--- config.mk ---
export PLATFORM = sky130hd
export DESIGN_NAME = tiny_cpu_core
export DESIGN_NICKNAME = d
export VERILOG_FILES = /design/src/rtl/tiny_cpu_pkg.sv /design/src/rtl/tiny_cpu_alu.sv /design/src/rtl/tiny_cpu_core.sv
export SDC_FILE = /design/constraint.sdc
export NUM_CORES = 1
export LEC_CHECK = 0
export CORE_UTILIZATION = 56
export DETAILED_ROUTE_END_ITERATION = 7
export GPL_TIMING_DRIVEN = 0
export PLACE_DENSITY = 0.83
export SYNTH_ARGS = -nofsm -noshare
export SYNTH_HDL_FRONTEND = slang
export SYNTH_SLANG_ARGS = --single-unit
--- constraint.sdc ---
create_clock -name clk -period 5.9 [get_ports clk]
set_clock_uncertainty 0.1 [all_clocks]
set_input_delay 0.59 -clock clk [delete_from_list [all_inputs] [get_ports clk]]
set_output_delay 0.59 -clock clk [all_outputs]
set_load 0.02 [all_outputs]
--- src/rtl/tiny_cpu_pkg.sv ---
// Shared encodings for the tiny CPU: FSM states, opcodes, ALU functions and
// instruction field positions.
package tiny_cpu_pkg;

  typedef enum logic [1:0] {
    S_IDLE  = 2'd0,
    S_FETCH = 2'd1,
    S_EXEC  = 2'd2,
    S_HALT  = 2'd3
  } state_t;

  localparam logic [2:0] OP_ALU  = 3'd0;
  localparam logic [2:0] OP_ALUI = 3'd1;
  localparam logic [2:0] OP_LI   = 3'd2;
  localparam logic [2:0] OP_IN   = 3'd3;
  localparam logic [2:0] OP_OUT  = 3'd4;
  localparam logic [2:0] OP_BR   = 3'd5;
  localparam logic [2:0] OP_JMP  = 3'd6;
  localparam logic [2:0] OP_HALT = 3'd7;

  localparam logic [2:0] FN_ADD = 3'd0;
  localparam logic [2:0] FN_SUB = 3'd1;
  localparam logic [2:0] FN_AND = 3'd2;
  localparam logic [2:0] FN_OR  = 3'd3;
  localparam logic [2:0] FN_XOR = 3'd4;
  localparam logic [2:0] FN_SLL = 3'd5;
  localparam logic [2:0] FN_SRL = 3'd6;
  localparam logic [2:0] FN_MUL = 3'd7;

  localparam int F_OP_LSB   = 13;
  localparam int F_RD_LSB   = 10;
  localparam int F_RS1_LSB  = 7;
  localparam int F_RS2_LSB  = 4;
  localparam int F_FUNC_LSB = 0;
  localparam int F_BR_NZ    = 12;

  function automatic logic [2:0] field3(input logic [15:0] word, input int lsb);
    return word[lsb +: 3];
  endfunction

endpackage

--- src/rtl/tiny_cpu_alu.sv ---
// Combinational ALU; every result wraps to DATA_WIDTH bits and shifts use only
// the low log2(DATA_WIDTH) bits of b.
module tiny_cpu_alu
  import tiny_cpu_pkg::*;
#(
  parameter int DATA_WIDTH = 8
) (
  input  logic [DATA_WIDTH-1:0] a,
  input  logic [DATA_WIDTH-1:0] b,
  input  logic [2:0]            func,
  output logic [DATA_WIDTH-1:0] result
);

  localparam int SW = $clog2(DATA_WIDTH);

  logic [SW-1:0] shamt;
  assign shamt = b[SW-1:0];

  always_comb begin
    result = '0;
    case (func)
      FN_ADD:  result = a + b;
      FN_SUB:  result = a - b;
      FN_AND:  result = a & b;
      FN_OR:   result = a | b;
      FN_XOR:  result = a ^ b;
      FN_SLL:  result = a << shamt;
      FN_SRL:  result = a >> shamt;
      FN_MUL:  result = a * b;
      default: result = '0;
    endcase
  end

endmodule

--- src/rtl/tiny_cpu_core.sv ---
// Multicycle 3-operand CPU core: loadable instruction RAM, 8-entry register
// file, branches and a ready/valid output port.
//   state | meaning
//   IDLE  | after reset, waiting for start
//   FETCH | latch instruction at pc
//   EXEC  | commit rd/pc; OUT waits here for the handshake
//   HALT  | stopped by HALT, start restarts from pc 0
module tiny_cpu_core
  import tiny_cpu_pkg::*;
#(
  parameter int  DATA_WIDTH = 8,
  parameter int  IMEM_DEPTH = 16,
  localparam int AW         = $clog2(IMEM_DEPTH)
) (
  input  logic                  clk,
  input  logic                  rst,
  input  logic                  start,
  input  logic                  prog_we,
  input  logic [AW-1:0]         prog_addr,
  input  logic [15:0]           prog_data,
  input  logic [DATA_WIDTH-1:0] in_data,
  output logic [DATA_WIDTH-1:0] out_data,
  output logic                  out_valid,
  input  logic                  out_ready,
  output logic                  halted,
  output logic [AW-1:0]         pc_dbg,
  output logic [1:0]            state_dbg
);

  logic [15:0]           imem [IMEM_DEPTH];
  logic [DATA_WIDTH-1:0] regs [8];
  logic [15:0]           ir;
  logic [AW-1:0]         pc;
  state_t                state;

  logic [2:0]            op, rd, rs1, rs2, func;
  logic [DATA_WIDTH-1:0] op_a, op_b, alu_y, wb_data;
  logic                  br_taken;

  always_comb begin
    op       = field3(ir, F_OP_LSB);
    rd       = field3(ir, F_RD_LSB);
    rs1      = field3(ir, F_RS1_LSB);
    rs2      = field3(ir, F_RS2_LSB);
    func     = field3(ir, F_FUNC_LSB);
    op_a     = regs[rs1];
    op_b     = (op == OP_ALUI) ? DATA_WIDTH'(ir[6:3]) : regs[rs2];
    br_taken = (op_a == '0) ^ ir[F_BR_NZ];
    wb_data  = alu_y;
    case (op)
      OP_LI:   wb_data = DATA_WIDTH'({8'h00, ir[7:0]});
      OP_IN:   wb_data = in_data;
      default: wb_data = alu_y;
    endcase
  end

  tiny_cpu_alu #(.DATA_WIDTH(DATA_WIDTH)) u_alu (
    .a      (op_a),
    .b      (op_b),
    .func   (func),
    .result (alu_y)
  );

  // Instruction RAM is deliberately left out of reset so it can be a plain memory.
  always_ff @(posedge clk) begin
    if (prog_we) imem[prog_addr] <= prog_data;
  end

  always_ff @(posedge clk or posedge rst) begin
    if (rst) begin
      state     <= S_IDLE;
      pc        <= '0;
      ir        <= '0;
      out_data  <= '0;
      out_valid <= 1'b0;
      halted    <= 1'b0;
      for (int i = 0; i < 8; i++) regs[i] <= '0;
    end else if (!prog_we) begin
      case (state)
        S_IDLE, S_HALT: begin
          if (start) begin
            pc     <= '0;
            state  <= S_FETCH;
            halted <= 1'b0;
          end
        end
        S_FETCH: begin
          ir    <= imem[pc];
          state <= S_EXEC;
        end
        S_EXEC: begin
          case (op)
            OP_OUT: begin
              // First EXEC cycle presents the data; later cycles wait for acceptance.
              if (!out_valid) begin
                out_data  <= op_a;
                out_valid <= 1'b1;
              end else if (out_ready) begin
                out_valid <= 1'b0;
                pc        <= pc + AW'(1);
                state     <= S_FETCH;
              end
            end
            OP_BR: begin
              pc    <= br_taken ? ir[AW-1:0] : pc + AW'(1);
              state <= S_FETCH;
            end
            OP_JMP: begin
              pc    <= ir[AW-1:0];
              state <= S_FETCH;
            end
            OP_HALT: begin
              state  <= S_HALT;
              halted <= 1'b1;
            end
            default: begin
              if (rd != 3'd0) regs[rd] <= wb_data;
              pc    <= pc + AW'(1);
              state <= S_FETCH;
            end
          endcase
        end
        default: state <= S_IDLE;
      endcase
    end
  end

  assign pc_dbg    = pc;
  assign state_dbg = state;

endmodule

Word-level counts from Yosys, hierarchy flattened. Memory sizes are Yosys's and may differ from the RTL's. A register that Yosys moved wholly into a read port is not among the register bits. Cells that the tools add are included.

Memories kept: 1. Word-level logic and storage cells: 101. Output and inout port bits: 16. Bits in writable memories: 256. Input port bits: 33. Flip-flop bits (word level): 80.

Reduce and logical (&&, ||, !) cells: 15. $mul: 1. Bitwise gates (word level): 10. Mux-type cells: 30. Equal/unequal tests: 22. Shift-type cells: 2. Magnitude comparators: 4. $add $sub $neg: 3.

Memory list: imem (words 16, width 16, read ports 1, clocked after Yosys merged registers in 1, wr ports 1, RTL line tiny_cpu_core.sv:30) `logic [15:0] imem [IMEM_DEPTH];`.

Operators with widths (count): bitwise mux 64 bit (1); one-hot mux 8 bit (8 select lines) (1); binary-select mux 8 bit (select 3 bit) (2); two-way mux 8 bit (6); demux 8 bit (select 3 bit) (1); == test 3 bit, second input constant (8); two-way mux 4 bit (4); one-hot mux 4 bit (4 select lines) (1); one-hot mux 8 bit (2 select lines) (1); AND reduction 4 bit (4); == test 3 x 2 -> 1 bit, second input constant (4); >= comparator 4 bit, second input constant (3); inverter 3 -> 4 bit (3); adder 8 bit (1); bitwise AND 8 bit (1); zero test 8 bit (1); multiplier 8 x 8 -> 8 bit (1); OR 8 bit (1); one-hot mux 4 bit (2 select lines) (1); left shift 8 x 3 -> 8 bit (1); >> shifter 8 x 3 -> 8 bit (1); subtractor 8 bit (1); bitwise XOR 8 bit (1); == test 3 x 1 -> 1 bit, second input constant (2); 23 further kinds (36).

Longest topological paths before layout.
Word-level depth: 9. Depth in mapped cells: 27. Mapped depth without buffers: 23.

Hierarchy. From an unflattened synthesis, not the netlist that was laid out.

Cells, all modules: 1228. Area total of the unflattened synthesis: 17395.4 sq um.

Modules (own cells, without submodules): tiny_cpu_core (sequential area each 10089.7 sq um, cells an instance 901, area an instance 15060.7 sq um, instances 1); tiny_cpu_alu (sequential area each 0.0 sq um, cells an instance 327, area an instance 2334.7 sq um, instances 1).

Worst setup path before layout. OpenSTA, ideal clock, no wires.

Path kind: register to register. Start: reg ir[5], read port of imem. End: reg regs[55] (netlist name). Period minus slack after synthesis: 5447 ps. Stages on the path, launching flop included: 24. Required time: 5705 ps. Arrival time: 5251 ps. Library setup time: 95 ps. Path slack: 453 ps. Buffers on the path: 5. Path through: dfrtp_1 > buf_2 > buf_6 > buf_4 > mux2i_1 > a22oi_1 > a31oi_1 > buf_2 > buf_1 > nor2_1 > fa_1 > ha_1 > fa_1 > inv_1 > fa_1 > inv_1 > ha_1 > a21oi_1 > xnor2_1 > xnor2_1 > xnor3_1 > o211ai_2 > nand3_2 > o31ai_1.

Word-level cells in the longest chain between the ends: 9. Elaborated cells between the ends (all ways): 16. Classes of those cells: add/sub: 2; mul: 1; shift: 2; mux: 7; bitwise: 4.

Ends and longest elaborated chain: start, declared (RTL line tiny_cpu_core.sv:32) `logic [15:0] ir;`; inverter 3 -> 4 bit (not written as such) (RTL line tiny_cpu_core.sv:47) `op_b = (op == OP_ALUI) ? DATA_WIDTH'(ir[6:3]) : regs[rs2];`; binary-select mux 8 bit (select 3 bit) (RTL line tiny_cpu_core.sv:47); two-way mux 8 bit (not written as such) (2 in a row) (RTL line tiny_cpu_core.sv:47); two-way mux 8 bit * (RTL line tiny_cpu_core.sv:47); multiplier 8 x 8 -> 8 bit, or another cell as far along (RTL line tiny_cpu_alu.sv:29) `FN_MUL: result = a * b;`; one-hot mux 8 bit (8 select lines) * (RTL line tiny_cpu_alu.sv:21) `case (func)`; one-hot mux 8 bit (2 select lines) * (RTL line tiny_cpu_core.sv:50) `case (op)`; bitwise mux 64 bit * (RTL line tiny_cpu_core.sv:117) `if (rd != 3'd0) regs[rd] <= wb_data;`; end signal, assigned by index (RTL line tiny_cpu_core.sv:117); end, declared (RTL line tiny_cpu_core.sv:31) `logic [DATA_WIDTH-1:0] regs [8];`.

Mark *: on every way between the ends. The rest lies on a longest branch, timed or not. The select of a mux whose other input is x is not followed. A chain may end at the register's enable or synchronous reset.

Final worst setup path.
Start: reg ir[8], read port of imem. End: reg regs[31] (netlist name).

Word-level cells in the longest chain between the ends: 8. Elaborated cells between the ends (all ways): 15. Classes of those cells: add/sub: 2; mul: 1; shift: 2; mux: 6; bitwise: 4.

Ends and longest elaborated chain: inverter 3 -> 4 bit (not written as such) * (RTL line tiny_cpu_core.sv:46) `op_a = regs[rs1];`; binary-select mux 8 bit (select 3 bit) * (RTL line tiny_cpu_core.sv:46); two-way mux 8 bit (not written as such) * (2 in a row) (RTL line tiny_cpu_core.sv:46); net op_a[3] (RTL line tiny_cpu_core.sv:37) `logic [DATA_WIDTH-1:0] op_a, op_b, alu_y, wb_data;`; multiplier 8 x 8 -> 8 bit, or another cell as far along (RTL line tiny_cpu_alu.sv:29); one-hot mux 8 bit (8 select lines) * (RTL line tiny_cpu_alu.sv:21); one-hot mux 8 bit (2 select lines) * (RTL line tiny_cpu_core.sv:50); bitwise mux 64 bit * (RTL line tiny_cpu_core.sv:117).

The timed path passes the listed nets; every way through them passes the cells marked *. The select of a mux whose other input is x is not followed.

==> results.sh <==
export IMPL_status="finished clean"
export IMPL_slew_headroom=0.2569
export IMPL_clock_path_buffers=3
export IMPL_worstPathArrival_ns=6.12
export IMPL_grt_use_met2=0.4992
export IMPL_cp_required_ns=6.24
export IMPL_synthArstFlopShare=0.2727
export IMPL_cp_start_kind="flip-flop"
export IMPL_ir_worst_vdd_v=0.0003233
export IMPL_synth_seq_area_share=0.5862
export IMPL_start_util=0.5746
export IMPL_antenna_left=0
export IMPL_combPwrFrac=0.460
export IMPL_power_frac_seq=0.310
export IMPL_p_switching_mw=3.964
export IMPL_cts_root_buf="clkbuf_16"
export IMPL_synth_edf_count=256
export IMPL_yosysTopAreaCell="edfxtp_1"
export IMPL_drc_errors=0
export IMPL_core_area_sq_um=29950
export IMPL_tightestPinTransition_ns=1.109
export IMPL_clkSinkCount=352
export IMPL_grt_pass1_wl_microns=67750
export IMPL_synth_avg_cell_area_sq_um=14.72
export IMPL_maxCapViolCount=0
export IMPL_ys_ff_latch=352
export IMPL_internal_power_mw=6.311
export IMPL_path_cells="buf_8 -> buf_12 -> mux4_2 -> mux2i_2 -> clkbuf_8 -> inv_1 -> ha_2 -> fa_1 -> ha_1 -> fa_1 -> inv_1 -> fa_1 -> inv_1 -> ha_1 -> a21oi_2 -> xnor2_2 -> xnor2_1 -> xnor3_1 -> o211ai_2 -> nand3_4 -> o31ai_2"
export IMPL_drt_first_pass_iters=8
export IMPL_grt_pass1_vias=11010
export IMPL_routed_wl_microns=45150
export IMPL_setup_violations=0
export IMPL_grtUsageMet1=0.3853
export IMPL_hold_viol_final=0
export IMPL_ys_warn_count=0
export IMPL_htreeDepth=2
export IMPL_grt_antenna_before_repair=1
export IMPL_die_h_microns=177.3
export IMPL_dieArea_sq_um=31440
export IMPL_vias=10990
export IMPL_grt_max_degree=57
export IMPL_yosys_top_cells_count="edfxtp_1 (256), mux4_2 (104), dfrtp_1 (96), nand2_1 (84), nor2_1 (84)"
export IMPL_synth_most_common_cell="edfxtp_1"
export IMPL_p_sw_frac=0.3858
export IMPL_nNetsFinal=1370
export IMPL_io_pins=49
export IMPL_insertion_delay_ns=0.54
export IMPL_path_buf_inv=6
export IMPL_met3_usage=0.04949
export IMPL_finalCriticalPeriod_ns=5.785
export IMPL_yosysTopAreaCellShare=0.4466
export IMPL_finalSetupTns_ns=0
export IMPL_drtIter0Drc=1260
export IMPL_ys_flop_type="edfxtp_1"
export IMPL_path_clk_slew_ns=0.06
export IMPL_ys_types=70
export IMPL_crit_type="flip-flop to flip-flop"
export IMPL_grt_usage=0.2963
export IMPL_layout_drive_gt1_share=0.2357
export IMPL_clock_power_share=0.230
export IMPL_rows=63
export IMPL_rsz0062_at_grt="false"
export IMPL_syn_inst=1169
export IMPL_report_final_slew_viol_count=0
export IMPL_hold_class="input pin to asynchronous set/reset pin"
export IMPL_cts_hold_buf=0
export IMPL_cts_tree="built"
export IMPL_netlist_top_cells_area="edfxtp_1 (45%), dfrtp_1 (14%), mux4_2 (14%), ha_1 (3.2%), mux2i_1 (2.6%)"
export IMPL_end_kind="flip-flop"
export IMPL_rr_worst_depth=21
export IMPL_die_w_microns=177.3
export IMPL_cts_made_buffers=37
export IMPL_port_buffers=47
export IMPL_synth_area_sq_um=17210
export IMPL_cpLargestDelayFamily="adder cells"
export IMPL_fin_total_pwr_mw=10.28
export IMPL_overflow=0
export IMPL_gp_congestion=1.002
export IMPL_cp_max_fo=10
export IMPL_cp_depth=21
export IMPL_cpPeakStageDelay_ns=0.51
export IMPL_synth_net_count=1259
export IMPL_reg2reg_slack_ns=0.12
export IMPL_min_period_over_period=0.9805
export IMPL_leakagePower_nw=7.411
export IMPL_vias_per_cell=6.469
export IMPL_slowest_stage="mux4_2"
export IMPL_syn2layout_area_growth_pct=16.84
export IMPL_dp_hpwl_microns=30270
export IMPL_power_density_nw_per_um2=510.9
export IMPL_busiest_layer="met2"
export IMPL_max_freq_mhz=172.9
export IMPL_wl_per_cell_microns=26.59
kinds of logic (layout without fill, tap and decap cells):
| family | Yosys count | count (layout) | synth area share |
|---|---|---|---|
| AOI/OAI and AO/OA | 159 | 159 | 0.05910 |
| xor gates and xnor gates | 27 | 27 | 0.01621 |
| adders and majority gates | 57 | 57 | 0.04710 |
| buffers and inverters | 129 | 267 | 0.03089 |
| DFF | 352 | 352 | 0.5862 |
| muxes | 193 | 193 | 0.1944 |
| other | 0 | 1 | 0 |
| and+or+nand+nor | 252 | 252 | 0.06615 |
power by group through the flow:
stage	sequential, mW	clock (mW)	combinational, mW
finish	3.18	2.37	4.73
global route	3.21	2.47	5.06
CTS	3.17	2.39	4.50
detailed placement	3.20	0	4.37
global placement	3.18	0	4.29
floorplan	3.17	0	3.12
layout by cell type (no fill, tap or decap), drive strengths merged, types with 3 or more instances in the layout:
| cell | netlist | layout |
|---|---|---|
| clkbuf | 49 | 91 |
| o21ai | 46 | 46 |
| xnor2 | 20 | 20 |
| and2 | 5 | 5 |
| o211ai | 5 | 5 |
| inv | 53 | 55 |
| buf | 26 | 53 |
| a221oi | 8 | 8 |
| nand2 | 85 | 85 |
| nor2b | 8 | 8 |
| nor2 | 85 | 85 |
| clkdlybuf4s50 | 0 | 47 |
| a31oi | 5 | 5 |
| mux2i | 49 | 49 |
| clkinvlp | 0 | 3 |
| a22oi | 12 | 12 |
| edfxtp | 256 | 256 |
| xor2 | 4 | 4 |
| clkinv | 1 | 14 |
| nor3 | 17 | 17 |
| o22ai | 6 | 6 |
| a21oi | 40 | 40 |
| bufinv | 0 | 4 |
| nand2b | 10 | 10 |
| nand4 | 5 | 5 |
| dfrtp | 96 | 96 |
| mux2 | 38 | 38 |
| ha | 44 | 44 |
| nor3b | 5 | 5 |
| fa | 13 | 13 |
| o31ai | 14 | 14 |
| nand3 | 18 | 18 |
| mux4 | 106 | 106 |
| a21boi | 3 | 3 |
path summary, 6_finish.rpt:
check,end,start
worst max-delay path,regs[31]$_DFFE_PP0P_,ir[8]$_DFFE_PP0P_
worst min-delay path,regs[9]$_DFFE_PP0P_,rst
worst max register to register,regs[31]$_DFFE_PP0P_,ir[8]$_DFFE_PP0P_
worst min register to register,regs[60]$_DFFE_PP0P_,regs[60]$_DFFE_PP0P_
max in group asynchronous,out_valid$_DFFE_PP0P_,rst
min in group clk,regs[60]$_DFFE_PP0P_,regs[60]$_DFFE_PP0P_
area by class of cell:
class	instances	area (sq um)
diodes	1	2.502
plain buffers	68	357.8
clock buffers	44	1003
clock inverters	22	239.0
fillers	2023	9842
inverters	54	215.2
multi-input cells	688	6829
flip-flops and latches	352	10090
well taps	390	488.0
repair buffers	79	884.6
registers in the layout, indices dropped and copies added (netlist names):
signal and cells:
pc_dbg 4, imem 256, state_dbg 2, ir 16
out_valid 1, regs 64, halted 1, out_data 8
stage by stage:
stage,cells,utilization,instance area [sq um],hold WS (ns),worst slack [ns]
finish,1698,0.6714,20110,0.3713,0.1152
global route,1697,0.6713,20110,0.3965,0.002076
CTS,1692,0.6651,19920,0.3870,-0.0007954
detailed placement,1626,0.6192,18550,0.3726,-0.8048
global placement,1606,0.6066,18170,0.3614,-0.8086
floorplan,1169,-,17210,0.3413,0.4532
routing by layer:
metal	routed length, microns	up-vias
met5	13	-
met4	1836	2
met3	3851	131
met2	22370	643
met1	17080	5516
li1	-	4693
repair_timing:
action                                  4_1_cts  5_1_grt
endpoints found under the setup margin       21       21
pin swaps                                     2       14
gates resized for setup                      32       35
setup buffers                                 4        8
endpoints found under the hold margin         0        0
(Power assumes the default switching activity.)
